File: src/rtl/pedal_pkg.sv
// Shared state encoding and default timing constants for the pedal pulse front end.
package pedal_pkg;

    typedef enum logic [2:0] {
        IDLE     = 3'd0,
        ACC_WAIT = 3'd1,
        ACC_RPT  = 3'd2,
        BRK_WAIT = 3'd3,
        BRK_RPT  = 3'd4,
        LOCKOUT  = 3'd5
    } pedal_state_e;

    localparam int unsigned DEF_DEBOUNCE_CYCLES = 500000;
    localparam int unsigned DEF_REPEAT_DELAY    = 25000000;
    localparam int unsigned DEF_REPEAT_PERIOD   = 5000000;
    localparam int unsigned DEF_COAST_PERIOD    = 50000000;
    localparam int unsigned DEF_CNT_W           = 26;

endpackage

File: src/rtl/btn_debounce.sv
// Two-flop synchronizer followed by a consecutive-mismatch debounce counter.
module btn_debounce
    import pedal_pkg::*;
#(
    parameter int unsigned DEBOUNCE_CYCLES = DEF_DEBOUNCE_CYCLES,
    parameter int unsigned CNT_W           = DEF_CNT_W
) (
    input  logic clk,
    input  logic rst_n,
    input  logic btn,
    output logic held
);

    localparam logic [CNT_W-1:0] DB_LAST = CNT_W'(DEBOUNCE_CYCLES - 1);

    logic             sync1;
    logic             sync2;
    logic [CNT_W-1:0] cnt;

    always_ff @(posedge clk or negedge rst_n) begin
        if (!rst_n) begin
            sync1 <= 1'b0;
            sync2 <= 1'b0;
            cnt   <= '0;
            held  <= 1'b0;
        end else begin
            sync1 <= btn;
            sync2 <= sync1;
            // The counter never passes DB_LAST, so it cannot wrap.
            if (sync2 == held) begin
                cnt <= '0;
            end else if (cnt == DB_LAST) begin
                held <= sync2;
                cnt  <= '0;
            end else begin
                cnt <= cnt + CNT_W'(1);
            end
        end
    end

endmodule

File: src/rtl/pedal_pulse_gen.sv
// Debounced accel/brake buttons to single-cycle step pulses with auto-repeat; brake wins.
// Optional coast decel in IDLE: define PEDAL_COAST_DECEL_EN.
module pedal_pulse_gen
    import pedal_pkg::*;
#(
    parameter int unsigned DEBOUNCE_CYCLES = DEF_DEBOUNCE_CYCLES,
    parameter int unsigned REPEAT_DELAY    = DEF_REPEAT_DELAY,
    parameter int unsigned REPEAT_PERIOD   = DEF_REPEAT_PERIOD,
    parameter int unsigned COAST_PERIOD    = DEF_COAST_PERIOD,
    parameter int unsigned CNT_W           = DEF_CNT_W
) (
    input  logic clk,
    input  logic rst_n,
    input  logic accel_btn,
    input  logic brake_btn,
    input  logic enable,
    output logic accel_pulse,
    output logic decel_pulse,
    output logic accel_held,
    output logic brake_held
);

    localparam logic [CNT_W-1:0] DELAY_LAST  = CNT_W'(REPEAT_DELAY - 1);
    localparam logic [CNT_W-1:0] PERIOD_LAST = CNT_W'(REPEAT_PERIOD - 1);
    localparam longint unsigned  CNT_LIMIT   = 64'd1 << CNT_W;

    if (DEBOUNCE_CYCLES == 0 || REPEAT_DELAY == 0 || REPEAT_PERIOD == 0 || COAST_PERIOD == 0 ||
        DEBOUNCE_CYCLES >= CNT_LIMIT || REPEAT_DELAY >= CNT_LIMIT ||
        REPEAT_PERIOD >= CNT_LIMIT || COAST_PERIOD >= CNT_LIMIT) begin : g_param_check
        $error("pedal_pulse_gen: cycle parameters must be in 1 .. 2**CNT_W-1");
    end

    pedal_state_e     state;
    pedal_state_e     state_nx;
    logic             acc_d;
    logic             dec_d;
    logic             rpt_clr;
    logic             rpt_hit;
    logic             coast_fire;
    logic [CNT_W-1:0] rpt_cnt;

    btn_debounce #(.DEBOUNCE_CYCLES(DEBOUNCE_CYCLES), .CNT_W(CNT_W)) u_accel_db (
        .clk  (clk),
        .rst_n(rst_n),
        .btn  (accel_btn),
        .held (accel_held)
    );

    btn_debounce #(.DEBOUNCE_CYCLES(DEBOUNCE_CYCLES), .CNT_W(CNT_W)) u_brake_db (
        .clk  (clk),
        .rst_n(rst_n),
        .btn  (brake_btn),
        .held (brake_held)
    );

    assign rpt_hit = (rpt_cnt == (((state == ACC_WAIT) || (state == BRK_WAIT)) ? DELAY_LAST : PERIOD_LAST));

`ifdef PEDAL_COAST_DECEL_EN
    localparam logic [CNT_W-1:0] COAST_LAST = CNT_W'(COAST_PERIOD - 1);

    logic             coast_run;
    logic [CNT_W-1:0] coast_cnt;

    assign coast_run  = (state == IDLE) && enable && !accel_held && !brake_held;
    assign coast_fire = coast_run && (coast_cnt == COAST_LAST);

    always_ff @(posedge clk or negedge rst_n) begin
        if (!rst_n) begin
            coast_cnt <= '0;
        end else if (!coast_run || coast_fire) begin
            coast_cnt <= '0;
        end else if (!(&coast_cnt)) begin
            coast_cnt <= coast_cnt + CNT_W'(1);
        end
    end
`else
    assign coast_fire = 1'b0;
`endif

    always_ff @(posedge clk or negedge rst_n) begin
        if (!rst_n) begin
            state       <= IDLE;
            accel_pulse <= 1'b0;
            decel_pulse <= 1'b0;
            rpt_cnt     <= '0;
        end else begin
            state       <= state_nx;
            accel_pulse <= acc_d;
            decel_pulse <= dec_d;
            if (rpt_clr) begin
                rpt_cnt <= '0;
            end else if (!(&rpt_cnt)) begin
                rpt_cnt <= rpt_cnt + CNT_W'(1);
            end
        end
    end

    always_comb begin
        state_nx = state;
        if (!enable) begin
            state_nx = (accel_held || brake_held) ? LOCKOUT : IDLE;
        end else begin
            unique case (state)
                IDLE: begin
                    if (brake_held)      state_nx = BRK_WAIT;
                    else if (accel_held) state_nx = ACC_WAIT;
                end
                ACC_WAIT, ACC_RPT: begin
                    if (brake_held)       state_nx = BRK_WAIT;
                    else if (!accel_held) state_nx = IDLE;
                    else if (rpt_hit)     state_nx = ACC_RPT;
                end
                BRK_WAIT, BRK_RPT: begin
                    if (!brake_held)  state_nx = accel_held ? LOCKOUT : IDLE;
                    else if (rpt_hit) state_nx = BRK_RPT;
                end
                LOCKOUT: begin
                    if (brake_held)       state_nx = BRK_WAIT;
                    else if (!accel_held) state_nx = IDLE;
                end
                default: state_nx = IDLE;
            endcase
        end
    end

    // Repeat timer only runs while a button stays held in a repeat state; everything else clears it.
    always_comb begin
        acc_d   = 1'b0;
        dec_d   = 1'b0;
        rpt_clr = 1'b1;
        if (enable) begin
            unique case (state)
                IDLE: begin
                    if (brake_held)      dec_d = 1'b1;
                    else if (accel_held) acc_d = 1'b1;
                    else if (coast_fire) dec_d = 1'b1;
                end
                ACC_WAIT, ACC_RPT: begin
                    if (brake_held)      dec_d = 1'b1;
                    else if (accel_held) begin
                        if (rpt_hit) acc_d   = 1'b1;
                        else         rpt_clr = 1'b0;
                    end
                end
                BRK_WAIT, BRK_RPT: begin
                    if (brake_held) begin
                        if (rpt_hit) dec_d   = 1'b1;
                        else         rpt_clr = 1'b0;
                    end
                end
                LOCKOUT: begin
                    if (brake_held) dec_d = 1'b1;
                end
                default: ;
            endcase
        end
    end

endmodule

File: config.mk
export PLATFORM = sky130hd
export DESIGN_NAME = pedal_pulse_gen
export DESIGN_NICKNAME = d
export VERILOG_FILES = /design/src/rtl/pedal_pkg.sv /design/src/rtl/btn_debounce.sv /design/src/rtl/pedal_pulse_gen.sv
export SDC_FILE = /design/constraint.sdc
export NUM_CORES = 1
export LEC_CHECK = 0
export ABC_AREA = 1
export CAP_MARGIN = 20
export CORE_MARGIN = 4
export CORE_UTILIZATION = 30
export CTS_BUF_LIST = sky130_fd_sc_hd__clkbuf_2 sky130_fd_sc_hd__clkbuf_4 sky130_fd_sc_hd__clkbuf_8
export CTS_CLUSTER_SIZE = 20
export DETAILED_ROUTE_END_ITERATION = 10
export HOLD_SLACK_MARGIN = 0.12
export PLACE_DENSITY = 0.54
export SLEW_MARGIN = 30
export SYNTH_ARGS = -nofsm -noshare
export SYNTH_HDL_FRONTEND = slang
export SYNTH_SLANG_ARGS = --single-unit
File: constraint.sdc
create_clock -name clk -period 1.8 [get_ports clk]
set_clock_uncertainty 0.2 [all_clocks]
set_input_delay 0.18 -clock clk [delete_from_list [all_inputs] [get_ports clk]]
set_output_delay 0.18 -clock clk [all_outputs]
set_load 0.02 [all_outputs]
# After elaboration in Yosys (flattened, before gate mapping)
# Index checks and enable logic that the tools add are counted.
[totals]
output_inout_bits = 4
word_cells = 78
ff_bits = 89
in_bits = 5
[classes]
reduce_logical = 10
n_mux = 36
add_sub_neg = 3
n_eq_ne = 15
bitwise = 2
[op_table]
columns = ["op", "count"]
rows = [
  ["$mux 26", 6],
  ["$add 26x1->26 const B", 3],
  ["$eq 26x19->1 const B", 2],
  ["$mux 3", 12],
  ["$eq 26x25->1", 1],
  ["$reduce_and 26->1", 1],
  ["$mux 25", 1],
  ["$mux 1", 13],
  ["$pmux 3 s4", 1],
  ["$eq 3x2->1 const B", 2],
  ["$eq 3x3->1 const B", 2],
  ["$pmux 1 s2", 3],
  ["$ne 5x4->1 const B", 1],
  ["$ne 4x2->1 const B", 1],
  ["$ne 4x3->1 const B", 1],
  ["$ne 4x4->1 const B", 1],
  ["$reduce_and 2->1", 2],
  ["$reduce_and 4->1", 1],
  ["$reduce_or 2->1", 2],
  ["$reduce_or 4->1", 1],
  ["$eq 3x1->1 const B", 1],
  ["$logic_not 3->1", 1],
  ["$eq 1x1->1", 2],
  ["$logic_or 1x1->1", 2],
  ["2 further kinds", 3],
]

# Logic depth before layout (Yosys ltp)
# Gate-level depths: netlist of run 1.
[depth]
word_depth = 10
ltp_mapped = 12
depth_no_buf = 11

# By module
# From an unflattened synthesis of run 1, not the netlist that was laid out.
[hier_totals]
cells_unflattened = 743
area_unflattened_um2 = 5442.7
[by_module_without_submodules]
columns = ["module", "n_inst", "seq_area_each_um2", "area_per_inst_um2", "cells_per_inst"]
rows = [
  ["btn_debounce", 2, 725.7, 1705.4, 231],
  ["pedal_pulse_gen", 1, 775.7, 2031.9, 281],
]

# Least setup slack after synthesis of run 1
# Ideal clock, no wire load.
[synth_timing]
path_type = "reg-to-reg"
from = "reg rpt_cnt[0]"
to = "reg rpt_cnt[19]"
n_path_buf = 1
arrival_ns = 1.504
path_stages_with_launch = 10
period_less_slack_ns = 1.832
required_ns = 1.473
setup_slack_ns = -0.032
setup_ns = 0.127
path_cell_list = "dfrtp_1 ha_1 nand3_2 nor2_4 inv_2 nor2_4 nand3_4 nand3_4 buf_6 o21ai_0"
[synth_between]
elab_chain_cells = 7
word_cells_on_any_way = 12
classes_between = "1 x add/sub; 2 x eq/ne; 8 x mux; 1 x reduce/logical"
[synth_rtl]
columns = ["item", "line", "rtl"]
rows = [
  ["from (decl)", "pedal_pulse_gen.sv:40", "logic [CNT_W-1:0] rpt_cnt;"],
  ["from (signal assigned)", "pedal_pulse_gen.sv:93", "rpt_cnt <= rpt_cnt + CNT_W'(1);"],
  ["$eq 26x25->1", "pedal_pulse_gen.sv:56", "assign rpt_hit = (rpt_cnt == (((state == ACC_WAIT) || (state == BRK_WAIT)) ? DELAY_LAST : PERIOD_LAST));"],
  ["$mux 1", "pedal_pulse_gen.sv:141, pedal_pulse_gen.sv:147", ""],
  ["$mux 1", "pedal_pulse_gen.sv:140", "else if (accel_held) begin"],
  ["$mux 1", "pedal_pulse_gen.sv:139", "if (brake_held) dec_d = 1'b1;"],
  ["$pmux 1 s2", "pedal_pulse_gen.sv:132", "unique case (state)"],
  ["$mux 1", "pedal_pulse_gen.sv:131", "if (enable) begin"],
  ["$ne 2x2->1 (no line) / $mux 26 (equally long branches)", "-", ""],
]
# Several ways; a longest one is shown, not always the timed one. The select of a mux whose other input is x is not followed.
# A chain may end at the register's enable or synchronous reset.

# Worst setup path in the final report of run 1
[layout_timing]
from = "reg rpt_cnt[12]"
to = "reg rpt_cnt[14]"
# Same word-level chain as after synthesis.

==> Flow_metrics.wiki, run 1 <==
{| class="wikitable"
! Metric !! Value
|-
| Synth top cells by count || sky130_fd_sc_hd__nand2_1 (173), sky130_fd_sc_hd__nor2_1 (145), sky130_fd_sc_hd__inv_1 (92)
|-
| Pin slew with the least headroom to its limit || 369.4 ps
|-
| Ys flop type || sky130_fd_sc_hd__dfrtp_1
|-
| Final Hold Slack || ~150 ps
|-
| Setup slack of the worst register-to-register path || -20 ps
|-
| Largest delay share family, worst path || simple AND/OR/NAND/NOR gates
|-
| Top post-synthesis cells by area || sky130_fd_sc_hd__dfrtp_1 (41%), sky130_fd_sc_hd__nand2_1 (12%), sky130_fd_sc_hd__nor2_1 (10%)
|-
| Num CTS Buffers || 9
|-
| Buffers & Inverters on Critical Path || 2
|-
| Number of clock sinks seen by CTS || 89
|-
| Maximum number of pins on one net before global-route repair || roughly 50
|-
| Power density over the cells || between 500 and 600 nW/um^2
|-
| Crit path cell chain || buf_4, nor2_1, nand2_1, o21bai_2, nand3_4, nand3_4, clkbuf_16, o21ai_2
|-
| Fill cells || 1861
|-
| Die height || 142.9 um
|-
| Sequential cell area fraction in the yosys report || 40.82%
|-
| Cells on worst reg2reg path || 8
|-
| Endpoints failing hold || 0
|-
| Wire length after detailed routing || between 10000 and 15000 um
|-
| Capture instance of the worst register-to-register path || rpt_cnt[14]
|-
| Max_slew headroom || 75.18%
|-
| Upper clock frequency limit || about 550 MHz
|-
| Final period util || 101.0%
|-
| Final antenna diode count || 0
|-
| Source of the worst register-to-register timing path || rpt_cnt[12]
|-
| Leakage power figure || 3.158 nW
|-
| Worst hold path cell count || 0
|-
| Count of flip-flops with a built-in enable after synthesis || 0
|-
| Peak supply drop || 0.2847 mV
|-
| Post-layout worst setup margin || -17.31 ps
|-
| Estimated wirelength of the detail-placed design || 10820 um
|-
| Distinct cell type count after synthesis || 36
|-
| Remaining global-route overflow || 0
|-
| Final setup violation count || 5
|-
| Total stage count of the critical path || 8
|-
| Most frequent cell after synthesis || sky130_fd_sc_hd__nand2_1
|-
| Max Fanout on Critical Path || 7
|-
| Worst path most repeated cell || sky130_fd_sc_hd__nand3_4
|-
| Total of flip-flops plus latches after synthesis || between 80 and 90
|-
| Netlist area before placement || roughly 5500 sq um
|-
| Placer Congestion || 0.9087
|-
| Storage element area || roughly 2200 sq um
|-
| Biggest area consumer among synthesized cells || sky130_fd_sc_hd__dfrtp_1
|-
| Yosys warnings || 0
|-
| Count of H-tree levels built during CTS || 3
|-
| Routed vias/inst || ~4.6
|-
| Violated checks || setup timing
|-
| RSZ-0062 raised after global routing || yes
|-
| Critical path launch point type || register
|-
| Period minus WS final || between 1500 and 2000 ps
|-
| Syn avg cell area || approximately 7.3 sq um
|-
| Critical Path Slowest Stage Cell || sky130_fd_sc_hd__dfrtp_1
|-
| Longest individual stage delay on the worst path || about 430 ps
|-
| Gate count of the mapped netlist || 749
|-
| Root cell of the clock tree || sky130_fd_sc_hd__clkbuf_8
|-
| Top cell type's share of synthesized area || around 41%
|-
| Worst-skew pair later-pin latency || 380 ps
|-
| Max_cap viols || 0
|-
| I/O pin total || 9
|-
| Number of global-route vias before repair || between 4000 and 5000
|-
| Final Total Pwr || between 0.003 and 0.004 W
|-
| First drt pass iteration count || 5
|-
| Via total after detailed routing || roughly 5200
|-
| Critical Path Sink Type || register
|-
| Type of the worst setup path || reg2reg
|-
| Initial Utilization || 30.48%
|-
| Clock tree from TritonCTS || yes
|-
| Tightest Hold Check Type || reg2reg
|-
| Number of antenna violations at the first check in global routing || 0
|-
| Hold Path End || u_brake_db.sync2
|-
| Area growth from synthesis to final layout || 33.00%
|-
| Final antenna-violating net count || 0
|-
| Pins Over Slew Limit || 0
|-
| Routed length per placed instance || 13.13 um
|-
| Nets in the synthesized netlist || ~760
|-
| Worst hold start || u_brake_db.sync1
|-
| Required time at the worst-slack endpoint || 1860 ps
|-
| Nets || between 800 and 900
|-
| Number of buffers on the longest clock path || 2
|-
| First-pass GRT wire length || approximately 24000 um
|-
| Total Die Area || a little over 20000 sq um
|-
| Total track usage || roughly 15%
|-
| Input/output buffers || 8
|-
| Status || finished, violations left
|-
| Clock-pin slew on the worst setup and hold paths || 90 ps
|-
| Fraction of final layout cells with drive strength greater than 1 || around 30%
|-
| # DRC || 0
|-
| Core utilization of the finished layout || roughly 41%
|-
| Area taken by multi-input logic gates || slightly above 3000 sq um
|-
| Std-Cell Rows || 49
|-
| Die boundary width || 142.9 um
|-
| Std-Cell Core Area || 17900 sq um
|-
| Share of async-settable or async-resettable flops after synthesis || 100.0%
|-
| Violation count after the first detailed-routing iteration || 324
|-
| Arr. time, crit path || between 1500 and 2000 ps
|}
## layout make-up
class,count,area share (%)
inverters,95,4.914
clock inverters,5,0.8793
multi-input cells,557,42.24
well taps,229,3.948
clock buffers,11,2.000
flip-flops and latches,89,30.90
repair buffers,133,15.12
## cells in the final DEF (no fill, tap or decap), drive strengths merged, types with 4 or more instances in the layout
cell type,count
dfrtp,89
nor2,152
nand4,21
buf,121
clkdlybuf4s50,5
o21ai,30
inv,96
dlygate4sd3,4
a21oi,11
nand2,180
nor3,41
xor2,32
xnor2,8
clkbuf,12
nand3,67
## metrics by stage
stage | setup TNS, ps | setup WS [ps] | instances | area, sq um
2_1_floorplan | 0 | 13.41 | 749 | 5469
3_3_place_gp | -1170 | -80.09 | 1069 | 6479
3_5_place_dp | -988.5 | -66.53 | 1069 | 6479
4_1_cts | -8.951 | -4.107 | 1095 | 6798
5_1_grt | -1874 | -111.8 | 1119 | 7257
6_report | -55.32 | -17.31 | 1119 | 7257
## timing repair
| action | CTS | global route |
|---|---|---|
| setup buffers | 5 | 23 |
| gates resized for setup | 13 | 92 |
| pin swaps | 0 | 35 |
| endpoints found under the setup margin | 30 | 64 |
| cloned | 1 | 1 |
| endpoints found under the hold margin | 91 | 0 |
| hold buffers | 4 | 0 |
## per-layer routing
| metal | track usage [%] | up-vias | share of wire, % |
|---|---|---|---|
| met4 | 4.902 | 0 | 2.0 |
| met1 | 20.37 | 2409 | 47 |
| li1 | - | 2664 | - |
| met3 | 2.646 | 20 | 3.1 |
| met2 | 23.86 | 87 | 48 |
| met5 | 0 | - | 0 |
## worst max-delay path by stage
stage | start | to | slack, ps
final | rpt_cnt[12] | rpt_cnt[14] | -20
after global routing | rpt_cnt[17] | rpt_cnt[14] | -110
after CTS | rpt_cnt[1] | rpt_cnt[13] | -4
after detailed placement | enable | rpt_cnt[17] | -70
after global placement | rpt_cnt[0] | rpt_cnt[25] | -80
after floorplan | u_brake_db.held | state[1] | 10
## where the power goes
part           internal (W)  switching, W
logic              0.000111      0.000141
registers           0.00202     0.0000261
clock network      0.000705      0.000777
total               0.00284      0.000945
## flip-flops by register name, summed over array words and instances (netlist names)
| name | flops |
|---|---|
| u_brake_db.sync1 | 1 |
| u_brake_db.cnt | 26 |
| u_accel_db.held | 1 |
| accel_pulse | 1 |
| u_accel_db.sync1 | 1 |
| rpt_cnt | 26 |
| u_brake_db.sync2 | 1 |
| u_brake_db.held | 1 |
| decel_pulse | 1 |
| u_accel_db.sync2 | 1 |
| u_accel_db.cnt | 26 |
| state | 3 |
## logic make-up (layout without fill, tap and decap cells)
| kind of cell | Yosys count | after routing | synth area share [%] |
|---|---|---|---|
| compound gates | 49 | 49 | 6.145 |
| xor+xnor | 40 | 40 | 6.421 |
| fa+ha+maj | 3 | 3 | 0.6880 |
| buf+inv | 104 | 244 | 8.049 |
| flops | 89 | 89 | 40.82 |
| simple gates | 464 | 465 | 37.88 |
(Power assumes the default switching activity.)
==> run 2, diff against run 1 <==
CAP_MARGIN = default   (was 20)
==> results of run 2 <==
Final layout, timing and power as in run 1 (identical DEF).
